[src/rtl/waveform_burst_gen.sv]
// Burst waveform generator: emits LANES copies of a pulse amplitude for D cycles,
// then a baseline amplitude for Z cycles, repeated for a counted or continuous burst.
module waveform_burst_gen #(
    parameter int LANES = 12,
    parameter int DW    = 16,
    parameter int CW    = 32
) (
    input  logic                clk,
    input  logic                rst,
    input  logic [DW-1:0]       i_valid_amp,
    input  logic [DW-1:0]       i_zero_amp,
    input  logic [CW-1:0]       i_data_duration,
    input  logic [CW-1:0]       i_zero_duration,
    input  logic [CW-1:0]       i_burst_cnt,
    input  logic                i_trigger,
    input  logic                i_stop,
    input  logic                i_abort,
    output logic [LANES*DW-1:0] out_data,
    output logic                o_busy,
    output logic                o_done,
    output logic [CW-1:0]       o_period_cnt
);

    localparam logic [CW-1:0] ONE = {{(CW-1){1'b0}}, 1'b1};

    typedef enum logic [1:0] {
        IDLE     = 2'd0,
        OUT_DATA = 2'd1,
        OUT_ZERO = 2'd2
    } state_t;

    state_t state, state_nxt;

    logic          trig_q, stop_q;
    logic          trig_edge, stop_edge;
    logic [DW-1:0] valid_amp_s, zero_amp_s;
    logic [CW-1:0] data_dur_s, zero_dur_s, burst_s;
    logic [CW-1:0] phase_cnt, period_cnt, period_inc;
    logic          stop_pend, done_q;
    logic          last_data, last_zero, burst_hit, finish;

    assign trig_edge  = i_trigger & ~trig_q;
    assign stop_edge  = i_stop & ~stop_q;
    assign period_inc = period_cnt + ONE;
    // Shadow durations are stored already clamped to at least one cycle.
    assign last_data  = (state == OUT_DATA) && (phase_cnt == data_dur_s - ONE);
    assign last_zero  = (state == OUT_ZERO) && (phase_cnt == zero_dur_s - ONE);
    assign burst_hit  = (burst_s != '0) && (period_inc == burst_s);
    assign finish     = last_zero && (stop_pend || stop_edge || burst_hit);

    always_ff @(posedge clk or posedge rst) begin
        if (rst) begin
            state <= IDLE;
        end else begin
            state <= state_nxt;
        end
    end

    always_comb begin
        state_nxt = state;
        if (i_abort) begin
            state_nxt = IDLE;
        end else begin
            case (state)
                IDLE:     if (trig_edge) state_nxt = OUT_DATA;
                OUT_DATA: if (last_data) state_nxt = OUT_ZERO;
                OUT_ZERO: if (last_zero) state_nxt = finish ? IDLE : OUT_DATA;
                default:  state_nxt = IDLE;
            endcase
        end
    end

    // Datapath: edge detectors, shadow registers, phase/period counters, stop and done flags.
    always_ff @(posedge clk or posedge rst) begin
        if (rst) begin
            trig_q      <= 1'b0;
            stop_q      <= 1'b0;
            valid_amp_s <= '0;
            zero_amp_s  <= '0;
            data_dur_s  <= '0;
            zero_dur_s  <= '0;
            burst_s     <= '0;
            phase_cnt   <= '0;
            period_cnt  <= '0;
            stop_pend   <= 1'b0;
            done_q      <= 1'b0;
        end else begin
            trig_q <= i_trigger;
            stop_q <= i_stop;
            done_q <= ~i_abort & finish;
            if (i_abort) begin
                phase_cnt <= '0;
                stop_pend <= 1'b0;
            end else begin
                case (state)
                    IDLE: begin
                        stop_pend <= 1'b0;
                        if (trig_edge) begin
                            valid_amp_s <= i_valid_amp;
                            zero_amp_s  <= i_zero_amp;
                            data_dur_s  <= (i_data_duration == '0) ? ONE : i_data_duration;
                            zero_dur_s  <= (i_zero_duration == '0) ? ONE : i_zero_duration;
                            burst_s     <= i_burst_cnt;
                            phase_cnt   <= '0;
                            period_cnt  <= '0;
                        end
                    end
                    OUT_DATA: begin
                        phase_cnt <= last_data ? '0 : phase_cnt + ONE;
                        if (stop_edge) stop_pend <= 1'b1;
                    end
                    OUT_ZERO: begin
                        if (last_zero) begin
                            phase_cnt  <= '0;
                            period_cnt <= period_inc;
                        end else begin
                            phase_cnt <= phase_cnt + ONE;
                        end
                        if (finish) begin
                            stop_pend <= 1'b0;
                        end else if (stop_edge) begin
                            stop_pend <= 1'b1;
                        end
                    end
                    default: phase_cnt <= '0;
                endcase
            end
        end
    end

    always_comb begin
        o_busy       = (state != IDLE);
        o_done       = done_q;
        o_period_cnt = period_cnt;
        case (state)
            OUT_DATA: out_data = {LANES{valid_amp_s}};
            OUT_ZERO: out_data = {LANES{zero_amp_s}};
            default:  out_data = {LANES{i_zero_amp}};
        endcase
    end

endmodule

[config.mk]
export PLATFORM = sky130hd
export DESIGN_NAME = waveform_burst_gen
export DESIGN_NICKNAME = d
export VERILOG_FILES = /design/src/rtl/waveform_burst_gen.sv
export SDC_FILE = /design/constraint.sdc
export NUM_CORES = 1
export LEC_CHECK = 0
export CAP_MARGIN = 25
export CORE_MARGIN = 2
export CORE_UTILIZATION = 45
export DETAILED_ROUTE_END_ITERATION = 8
export PLACE_DENSITY = 0.78
export SLEW_MARGIN = 20
export SYNTH_ARGS = -nofsm -noshare
export SYNTH_HDL_FRONTEND = slang
export SYNTH_SLANG_ARGS = --single-unit
[constraint.sdc]
create_clock -name clk -period 6.3 [get_ports clk]
set_clock_uncertainty 0.15 [all_clocks]
set_input_delay 1.26 -clock clk [delete_from_list [all_inputs] [get_ports clk]]
set_output_delay 1.26 -clock clk [all_outputs]
set_load 0.05 [all_outputs]
==> parameters.txt, run 1 <==
Parameter                              Value

Clock network
  Number of cells upsized or downsized after cts    0
  H-Tree Level Count    4
  Clock root buffer    sky130_fd_sc_hd__clkbuf_16
  Num CTS Buffers    17
  TritonCTS clock tree    done
  Post-CTS clock slew at the launch and capture registers of the worst setup and hold paths    70 ps
  Buffers from clock root to sink, at most    2
  Clock sink count    198
  Cts hold-fix bufs    0
  Clk Latency, worst-skew pair    440 ps
  Post-CTS repair timing setup buffer count    0

Synthesis
  Leading post-synthesis cells by instance count    sky130_fd_sc_hd__dfrtp_1, sky130_fd_sc_hd__buf_4, sky130_fd_sc_hd__mux2_2, sky130_fd_sc_hd__xnor2_1, sky130_fd_sc_hd__nand2_1
  Post-Synthesis Cells    1485
  Ys async rst share    100%
  Warning count from the yosys run    0
  Syn Std Cell Area    approximately 14000 um2
  Basic-gate share of the synthesized area counting and, or, nand and nor cells    19.5%
  Seq/Total Area, Yosys    36.0%
  Arithmetic-cell share of the synthesized area counting full adders, half adders and majority gates    0.818%
  Cell taking the most area after synthesis    sky130_fd_sc_hd__dfrtp_1
  Average footprint of a synthesized cell    9.26 um2
  Yosys reg bits    198
  Dominant cell by count in the synthesized netlist    sky130_fd_sc_hd__dfrtp_1
  Main area contributors after synthesis    sky130_fd_sc_hd__dfrtp_1, sky130_fd_sc_hd__mux2_2, sky130_fd_sc_hd__buf_4
  Post-synth net total    1627
  Number of synthesized flops with an enable pin    0
  Mux cell area share after synthesis    10.7%
  Share of the synthesized area in compound gates (AO/OA/AOI/OAI)    between 10% and 20%
  Combinational family with the most area after synthesis    simple AND/OR/NAND/NOR gates
  Top FF cell, synth    sky130_fd_sc_hd__dfrtp_1
  Number of distinct library cells after synthesis    76
  Top cell type's share of synthesized area    36.0%
  Post-synthesis share of cell area spent on xor and xnor gates    9.10%

Layout
  ANT cells    0
  NumNets Final    1748
  Proportion of layout cells with a drive suffix above 1    approximately 12%
  Synth-to-Final Area Change    22.5%

Worst setup path
  Biggest cell delay along the critical path    980 ps
  Cell-by-cell trace of the critical path    inv_1 -> ha_1 -> buf_4 -> nor2_1 -> a21oi_1 -> clkdlybuf4s50_1
  Max stage delay cell, worst path    sky130_fd_sc_hd__clkdlybuf4s50_1
  CP Data Required Time    4890 ps
  Signal arrival time at the worst endpoint    3820 ps
  CP Class    reg2out
  Nature of the critical path endpoint    primary output
  Kind of launch point of the worst setup path    register
  Worst-path maximum fanout    25

Placed design
  Routability Congestion    between 0.9 and 1
  Number of port buffers    ~360
  Half-perimeter wire length after detailed placement    28.7 mm

Route
  Via count of the routed design    approximately 12k
  DRC Markers    0
  Wire length after detailed routing    38.0 mm
  Detailed-router iteration count before antenna repair    6
  Routed len/inst    around 19 um
  Detailed-route vias per instance    between 5 and 6
  DRT antenna net count    0
  First-iteration detailed-routing DRC count    1007

STA
  Final-report setup violation count    0
  Total negative slack    0 ps
  Fmax    approximately 190 MHz
  Final critical-path required period    5230 ps
  Slew at the pin with the worst max-slew slack    986 ps
  Count of endpoints failing hold in the final timing report    0
  Final-report max-slew violation count    0
  Unrepaired setup endpoints after global routing    false
  Final worst-path cycle share    83.0%
  Max transition margin    34.3%

GRT
  GRT Resource Usage Total    a little under a quarter
  Via count of the first global-routing pass    11.0k
  Number of antenna violations at the first check in global routing    0
  Remaining global-route overflow    0
  Largest net degree at the start of global routing    90
  First-pass GRT wire length    slightly below 60 mm

Outcome
  Run status    finished, final reports clean

Floorplan
  Top-Level Pins    359
  Starting utilization of the core area    45.3%
  Horiz. Die Dim    179 um
  Core Footprint    just over 30000 um2
  Full die area    32000 um2
  Count of standard-cell rows    64
  DIE HEIGHT    179 um

Run
  Number of max-cap violations    0

Worst hold path
  Worst hold path type    reg2reg
-- state kept, by name, indices dropped and copies added, names as in the netlist, 2 cells and up --
register / flops
valid_amp_s: 16
zero_amp_s: 16
zero_dur_s: 32
o_period_cnt: 32
phase_cnt: 32
burst_s: 32
data_dur_s: 32
state: 2
-- cell usage in the layout (no fill, tap or decap), types with 9 or more instances in the layout --
master / n
sky130_fd_sc_hd__a21o_1: 14
sky130_fd_sc_hd__a21oi_1: 36
sky130_fd_sc_hd__a22oi_1: 18
sky130_fd_sc_hd__a31oi_1: 9
sky130_fd_sc_hd__and3_1: 19
sky130_fd_sc_hd__clkbuf_16: 17
sky130_fd_sc_hd__clkdlybuf4s50_1: 358
sky130_fd_sc_hd__dfrtp_1: 198
sky130_fd_sc_hd__ha_1: 9
sky130_fd_sc_hd__inv_1: 23
sky130_fd_sc_hd__mux2_2: 124
sky130_fd_sc_hd__nand2_1: 87
sky130_fd_sc_hd__nand2b_1: 9
sky130_fd_sc_hd__nand3_1: 41
sky130_fd_sc_hd__nand4_1: 29
sky130_fd_sc_hd__nor2_1: 76
sky130_fd_sc_hd__nor2b_1: 16
sky130_fd_sc_hd__nor3_1: 34
sky130_fd_sc_hd__nor3b_1: 14
sky130_fd_sc_hd__nor4_1: 67
sky130_fd_sc_hd__o21ai_0: 58
sky130_fd_sc_hd__o21ai_1: 20
sky130_fd_sc_hd__o31ai_1: 19
sky130_fd_sc_hd__or3_1: 19
sky130_fd_sc_hd__or4_1: 11
sky130_fd_sc_hd__xnor2_1: 97
sky130_fd_sc_hd__xor2_1: 46
-- stage by stage --
step                hold WS, ps  setup WS, ps  util (%)  area [um2]  std cells
CTS                         364           935      55.5       16900       2013
floorplan                   331          2040         -       13800       1485
finish                      361          1070      55.6       16900       2014
detailed placement          347          1270      53.6       16300       1982
global placement            340          1400      53.6       16300       1982
global route                375           726      55.6       16900       2014
-- routing by layer --
layer,vias to the layer above,part of all wire [%],GRT usage (%),wire length [um]
li1,5397,-,-,-
met1,5651,45,33.1,17000
met2,437,47,37.5,18000
met3,44,6.3,4.13,2410
met4,0,1.5,5.52,571
met5,-,0,0,0
-- logic make-up (layout without fill, tap and decap cells) --
group,count (synthesis),in the layout
adders and majority gates,9,9
and+or+nand+nor,480,480
DFF,198,198
xor gates and xnor gates,143,143
muxes,131,131
AOI/OAI and AO/OA,233,233
buffers and inverters,291,424
-- cell type report --
class	instances	area, um2
clock buffer	20	457
clock inverter	11	118
fill	2695	13500
inverter	24	93.8
multi-input combinational	996	7040
sequential	198	4950
tap	396	495
timing repair buffer	369	3700
-- worst paths after layout --
kind                                start              end  slack, ps  cells after the start
max                              state[0]     out_data[80]       1070                      6
min in group asynchronous             rst      burst_s[22]       1200                      2
max in group asynchronous             rst    zero_amp_s[4]       3860                      3
max reg2reg                 zero_dur_s[0]  o_period_cnt[3]       1420                     13
min                        zero_amp_s[15]   zero_amp_s[15]        360                      1
min reg2reg                zero_amp_s[15]   zero_amp_s[15]        360                      1
-- critical path: cells and delay by family, from the launching register on --
family	cells	cell delay (ps)
compound gates	1	660
flops	1	430
simple gates	1	60
buf+inv	3	1370
fa+ha+maj	1	860
Power of run 1 is not shown: default switching activity piles up to over one toggle a cycle in this logic, so the estimate is an artifact.
==> run 2: changes to the inputs <==
--- a/config.mk
+++ b/config.mk
@@ -7,9 +7,9 @@
 export LEC_CHECK = 0
 export CAP_MARGIN = 25
 export CORE_MARGIN = 2
-export CORE_UTILIZATION = 45
+export CORE_UTILIZATION = 50
 export DETAILED_ROUTE_END_ITERATION = 8
-export PLACE_DENSITY = 0.78
+export PLACE_DENSITY = 0.82
 export SLEW_MARGIN = 20
 export SYNTH_ARGS = -nofsm -noshare
 export SYNTH_HDL_FRONTEND = slang
==> constraint.sdc (replaced) <==
create_clock -name clk -period 5.17 [get_ports clk]
set_clock_uncertainty 0.15 [all_clocks]
set_input_delay 1.034 -clock clk [delete_from_list [all_inputs] [get_ports clk]]
set_output_delay 1.034 -clock clk [all_outputs]
set_load 0.05 [all_outputs]
==> parameters.txt, run 2 (synthesis results as in run 1) <==
Parameter                              Value

Worst hold path
  Origin of the worst min-delay path    valid_amp_s[5]
  End point of the worst hold path    valid_amp_s[5]
  Worst hold path type    reg2reg
  Number of stages on the worst hold path    1 (unchanged)

GRT
  Remaining global-route overflow    0 (unchanged)
  GRT Resource Usage Total    26.7% (+3.2 points)
  Number of antenna violations at the first check in global routing    0 (unchanged)
  Largest net degree at the start of global routing    68 (-24%)
  First-pass GRT wire length    61.3 mm (+3.1%)
  Via count of the first global-routing pass    11.1k (+0.45%)

Worst setup path
  CP Data Required Time    5320 ps (+430 ps)
  Most frequent cell on the critical path    sky130_fd_sc_hd__or4b_4
  CP Class    reg2reg
  Kind of launch point of the worst setup path    register
  Biggest cell delay along the critical path    550 ps (-430 ps)
  Worst-case register-to-register setup slack    390 ps (-1030 ps)
  Source of the worst register-to-register timing path    zero_dur_s[0]
  R2R depth    13 (unchanged)
  Max stage delay cell, worst path    sky130_fd_sc_hd__or4b_4
  Signal arrival time at the worst endpoint    4940 ps (+1120 ps)
  End of the worst register-to-register path    o_period_cnt[3]
  Cell-by-cell trace of the critical path    inv_1 -> ha_1 -> or4b_4 -> or3_4 -> or4b_4 -> a211oi_2 -> nand4b_1 -> nor4b_2 -> a21oi_1 -> or4_1 -> buf_4 -> o21ai_0 -> o31ai_1
  Worst-path maximum fanout    32 (+28%)
  Nature of the critical path endpoint    register

Clock network
  TritonCTS clock tree    done
  Post-CTS repair timing setup buffer count    0 (unchanged)
  Clock sink count    198 (unchanged)
  Clock root buffer    sky130_fd_sc_hd__clkbuf_16
  Buffers from clock root to sink, at most    2 (unchanged)
  Clk Latency, worst-skew pair    440 ps (about the same)
  Post-CTS clock slew at the launch and capture registers of the worst setup and hold paths    80 ps (about the same)
  Num CTS Buffers    17 (unchanged)
  Cts hold-fix bufs    0 (unchanged)
  Number of cells upsized or downsized after cts    0 (unchanged)
  H-Tree Level Count    4 (unchanged)

Route
  DRT antenna net count    0 (unchanged)
  Via count of the routed design    11.6k (+0.93%)
  DRC Markers    0 (unchanged)
  Detailed-router iteration count before antenna repair    5 (-1)
  First-iteration detailed-routing DRC count    835 (-17%)
  Wire length after detailed routing    39.2 mm (+3.2%)
  Routed len/inst    19.9 um (+5.3%)
  Detailed-route vias per instance    5.89 (+3.0%)

STA
  Unrepaired setup endpoints after global routing    false
  Final-report max-slew violation count    0 (unchanged)
  Smallest setup slack after layout    388 ps (-685 ps)
  Total negative slack    0 ps (unchanged)
  Final critical-path required period    about 4800 ps
  Slew at the pin with the worst max-slew slack    960 ps (-25.8 ps)
  Max transition margin    35.4% (+1.1 points)
  Fmax    209 MHz
  Final worst-path cycle share    92.5%
  Final-report setup violation count    0 (unchanged)
  Count of endpoints failing hold in the final timing report    0 (unchanged)

Run
  Number of max-cap violations    0 (unchanged)

Floorplan
  Full die area    28900 um2 (-9.8%)
  Horiz. Die Dim    170 um (-5.0%)
  Count of standard-cell rows    60 (-6.3%)
  Top-Level Pins    359 (unchanged)
  DIE HEIGHT    170 um (-5.0%)
  Core Footprint    27000 um2 (-11%)
  Starting utilization of the core area    51.0% (+5.7 points)

Layout
  Commonest cells after routing, fill and taps aside    sky130_fd_sc_hd__clkdlybuf4s50_1, sky130_fd_sc_hd__dfrtp_1, sky130_fd_sc_hd__mux2_2
  Leading cell type in the layout, fill and taps excluded    sky130_fd_sc_hd__clkdlybuf4s50_1
  NumNets Final    1764 (+0.92%)
  Synth-to-Final Area Change    22.7%
  Proportion of layout cells with a drive suffix above 1    12.4% (+0.81 points)
  ANT cells    0 (unchanged)
  Post-layout utilization of the core    62.6% (+7.1 points)

Placed design
  Routability Congestion    0.930 (-0.49%)
  Half-perimeter wire length after detailed placement    29.9 mm (+4.3%)
  Pre-CTS WS    422 ps (-848 ps)
  Number of port buffers    358 (unchanged)

Outcome
  Run status    finished, final reports clean
## run 2: changes by cell type in the layout (fill, tap and decap cells not counted)
| cell | delta |
|---|---|
| sky130_fd_sc_hd__buf_12 | -2 |
| sky130_fd_sc_hd__buf_4 | +18 |
| sky130_fd_sc_hd__buf_8 | +1 |
| sky130_fd_sc_hd__clkbuf_4 | -1 |
| sky130_fd_sc_hd__clkbuf_8 | -1 |
| sky130_fd_sc_hd__clkinv_4 | -2 |
| sky130_fd_sc_hd__inv_6 | +2 |
## run 2: per-layer routing
metal | up-vias | GRT usage (%) | share of wire, %
met3 | 45 | 4.49 | 5.9
li1 | 5436 | - | -
met1 | 5709 | 36.5 | 44
met2 | 446 | 44.5 | 49
met4 | 0 | 6.02 | 1.7
met5 | - | 0 | 0
## run 2: stage by stage
step,instances,cell area [um2],hold WS [ps]
final,1974,16900,360
after global routing,1974,16900,381
after CTS,1973,16900,365
after detailed placement,1943,16300,346
after global placement,1943,16300,341
after floorplan,1485,13800,331
## run 2: worst max-delay path by stage
stage | from | endpoint | cells after the start
3_5_place_dp | zero_dur_s[0] | o_period_cnt[3] | 13
4_1_cts | state[0] | out_data[24] | 5
3_3_place_gp | zero_dur_s[0] | o_period_cnt[27] | 13
6_report | zero_dur_s[0] | o_period_cnt[3] | 13
2_1_floorplan | zero_dur_s[0] | o_period_cnt[19] | 14
5_1_grt | zero_dur_s[0] | o_period_cnt[27] | 13
## run 2: final cells by class
cell class	count	area [um2]
fillers	2218	10100
multi-input cells	996	7040
flip-flops and latches	198	4950
repair buffers	385	3810
clock buffers	19	443
well taps	341	427
clock inverters	11	118
inverters	24	93.8
## run 2: critical path, delay by kind of cell, from the launching register on
kind / cells / cell delay, ps
DFF: 1 / 450
AOI/OAI and AO/OA: 4 / 780
and+or+nand+nor: 6 / 2620
buffers and inverters: 2 / 360
adders and majority gates: 1 / 270
Power of run 2 is left out for the same reason.
==> run 3: changes to the inputs <==
--- a/config.mk
+++ b/config.mk
@@ -6,7 +6,6 @@
 export NUM_CORES = 1
 export LEC_CHECK = 0
 export CAP_MARGIN = 25
-export CORE_MARGIN = 2
 export CORE_UTILIZATION = 50
 export DETAILED_ROUTE_END_ITERATION = 8
 export PLACE_DENSITY = 0.82
==> parameters.txt, run 3 (synthesis results as in run 1) <==
Parameter                              Value

Route
  DRC Markers    0 (unchanged)
  Via count of the routed design    11.5k (-0.78%)
  First-iteration detailed-routing DRC count    1026 (+23%)
  Routed len/inst    19.4 um (-2.6%)
  DRT antenna net count    0 (unchanged)
  Detailed-route vias per instance    5.86 (-0.63%)
  Detailed-router iteration count before antenna repair    6 (+1)
  Wire length after detailed routing    38.2 mm (-2.7%)

Clock network
  Cts hold-fix bufs    0 (unchanged)
  Buffers from clock root to sink, at most    2 (unchanged)
  Post-CTS repair timing setup buffer count    0 (unchanged)
  Number of cells upsized or downsized after cts    0 (unchanged)
  Clock root buffer    sky130_fd_sc_hd__clkbuf_16
  Post-CTS clock slew at the launch and capture registers of the worst setup and hold paths    80 ps (about the same)
  Clk Latency, worst-skew pair    440 ps (about the same)
  Num CTS Buffers    17 (unchanged)
  TritonCTS clock tree    done
  H-Tree Level Count    4 (unchanged)
  Clock sink count    198 (unchanged)

Worst setup path
  R2R depth    13 (unchanged)
  Cell-by-cell trace of the critical path    inv_1 -> ha_1 -> nor2_1 -> a21oi_1 -> clkdlybuf4s50_1
  Count of buffering cells on the critical path with inverters included    2 (unchanged)
  Worst path top cell family by delay    buffers and inverters
  Source of the worst register-to-register timing path    zero_dur_s[0]
  CP Data Required Time    3990 ps (-1330 ps)
  Launching element of the worst setup path    state[0]
  Worst-case register-to-register setup slack    500 ps (+110 ps)
  End of the worst register-to-register path    o_period_cnt[27]
  Max stage delay cell, worst path    sky130_fd_sc_hd__clkdlybuf4s50_1
  Signal arrival time at the worst endpoint    3660 ps (-1280 ps)
  CP Class    reg2out
  Number of cells on the critical path    5 (-8)
  Nature of the critical path endpoint    primary output
  Biggest cell delay along the critical path    1020 ps (+470 ps)
  Kind of launch point of the worst setup path    register
  Worst-path maximum fanout    28 (-13%)
  CP Capture Point    out_data[94]

Layout
  Number of fillers in the final layout    2225 (+0.32%)
  Commonest cells after routing, fill and taps aside    sky130_fd_sc_hd__clkdlybuf4s50_1, sky130_fd_sc_hd__dfrtp_1, sky130_fd_sc_hd__mux2_2
  Synth-to-Final Area Change    22.7% (about the same)
  Proportion of layout cells with a drive suffix above 1    12.3% (-0.16 points)
  Leading cell type in the layout, fill and taps excluded    sky130_fd_sc_hd__clkdlybuf4s50_1
  NumNets Final    1760 (-0.23%)
  ANT cells    0 (unchanged)
  Design Area, Final    16900 um2 (about the same)

STA
  Slew at the pin with the worst max-slew slack    961 ps (+1.33 ps)
  Final worst-path cycle share    93.8% (+1.3 points)
  Total negative slack    0 ps (unchanged)
  Max transition margin    35.9% (+0.50 points)
  Smallest setup slack after layout    321 ps (-66.8 ps)
  Fmax    206 MHz (-1.4%)
  Final-report setup violation count    0 (unchanged)
  Final-report max-slew violation count    0 (unchanged)
  Fin Hold WS    363 ps (+2.58 ps)
  Count of endpoints failing hold in the final timing report    0 (unchanged)
  Unrepaired setup endpoints after global routing    false
  Final critical-path required period    4850 ps (+66.8 ps)

Floorplan
  Core Footprint    27000 um2 (unchanged)
  Horiz. Die Dim    168 um (-1.2%)
  Full die area    28200 um2 (-2.3%)
  DIE HEIGHT    168 um (-1.2%)
  Count of standard-cell rows    60 (unchanged)
  Starting utilization of the core area    51.0% (unchanged)
  Top-Level Pins    359 (unchanged)

Placed design
  Half-perimeter wire length after detailed placement    28.7 mm (-4.1%)
  Number of port buffers    358 (unchanged)
  Post-Place Cell Area    16300 um2 (about the same)
  Routability Congestion    0.939 (+0.89%)
  Pre-CTS WS    509 ps (+86.8 ps)

GRT
  Number of antenna violations at the first check in global routing    0 (unchanged)
  GRT Resource Usage Total    26.7% (about the same)
  Largest net degree at the start of global routing    105 (+54%)
  First-pass GRT wire length    60.3 mm (-1.7%)
  Remaining global-route overflow    0 (unchanged)
  Via count of the first global-routing pass    11.3k (+2.1%)

Outcome
  Run status    finished, final reports clean

Run
  Number of max-cap violations    0 (unchanged)

Worst hold path
  Worst hold path type    reg2reg
[run 3: changes by cell type in the layout (fill, tap and decap cells not counted)]
cell / previous run / this run
sky130_fd_sc_hd__buf_12: 1 / 3
sky130_fd_sc_hd__clkbuf_8: 1 / 0
sky130_fd_sc_hd__buf_4: 25 / 20
sky130_fd_sc_hd__clkinv_4: 0 / 4
sky130_fd_sc_hd__inv_8: 2 / 3
sky130_fd_sc_hd__clkinvlp_4: 5 / 3
sky130_fd_sc_hd__buf_8: 1 / 0
sky130_fd_sc_hd__inv_6: 4 / 3
[run 3: how the worst min path moves through the flow]
stage                         start         endpoint  slack (ps)  depth (start not counted)
detailed placement   zero_amp_s[11]   zero_amp_s[11]         350                          1
global route         zero_amp_s[12]   zero_amp_s[12]         380                          1
floorplan           valid_amp_s[10]  valid_amp_s[10]         330                          1
finish               valid_amp_s[5]   valid_amp_s[5]         360                          1
CTS                  zero_amp_s[11]   zero_amp_s[11]         370                          1
global placement      zero_amp_s[5]    zero_amp_s[5]         340                          1
[run 3: cell type report]
cell class	count	area, um2	area share (%)
Multi-Input combinational cell	996	7040	41.7
Sequential cell	198	4950	29.4
Timing Repair Buffer	381	3790	22.5
Clock buffer	18	429	2.54
Tap cell	341	427	2.53
Clock inverter	13	140	0.830
Inverter	24	93.8	0.556
[run 3: metal layers]
layer  vias to the layer above  global-route usage, %  wire length (um)
met5                         -                      0                 0
li1                       5414                      -                 -
met1                      5637                   34.8             16500
met2                       432                   45.7             18800
met4                         0                   8.14               788
met3                        62                   3.88              2040
[run 3: through the flow]
step                      cells  util [%]
after floorplan            1485         -
after global placement     1940      60.5
after detailed placement   1940      60.5
after CTS                  1971      62.6
after global routing       1971      62.6
final                      1971      62.6
Power of run 3 is left out for the same reason.
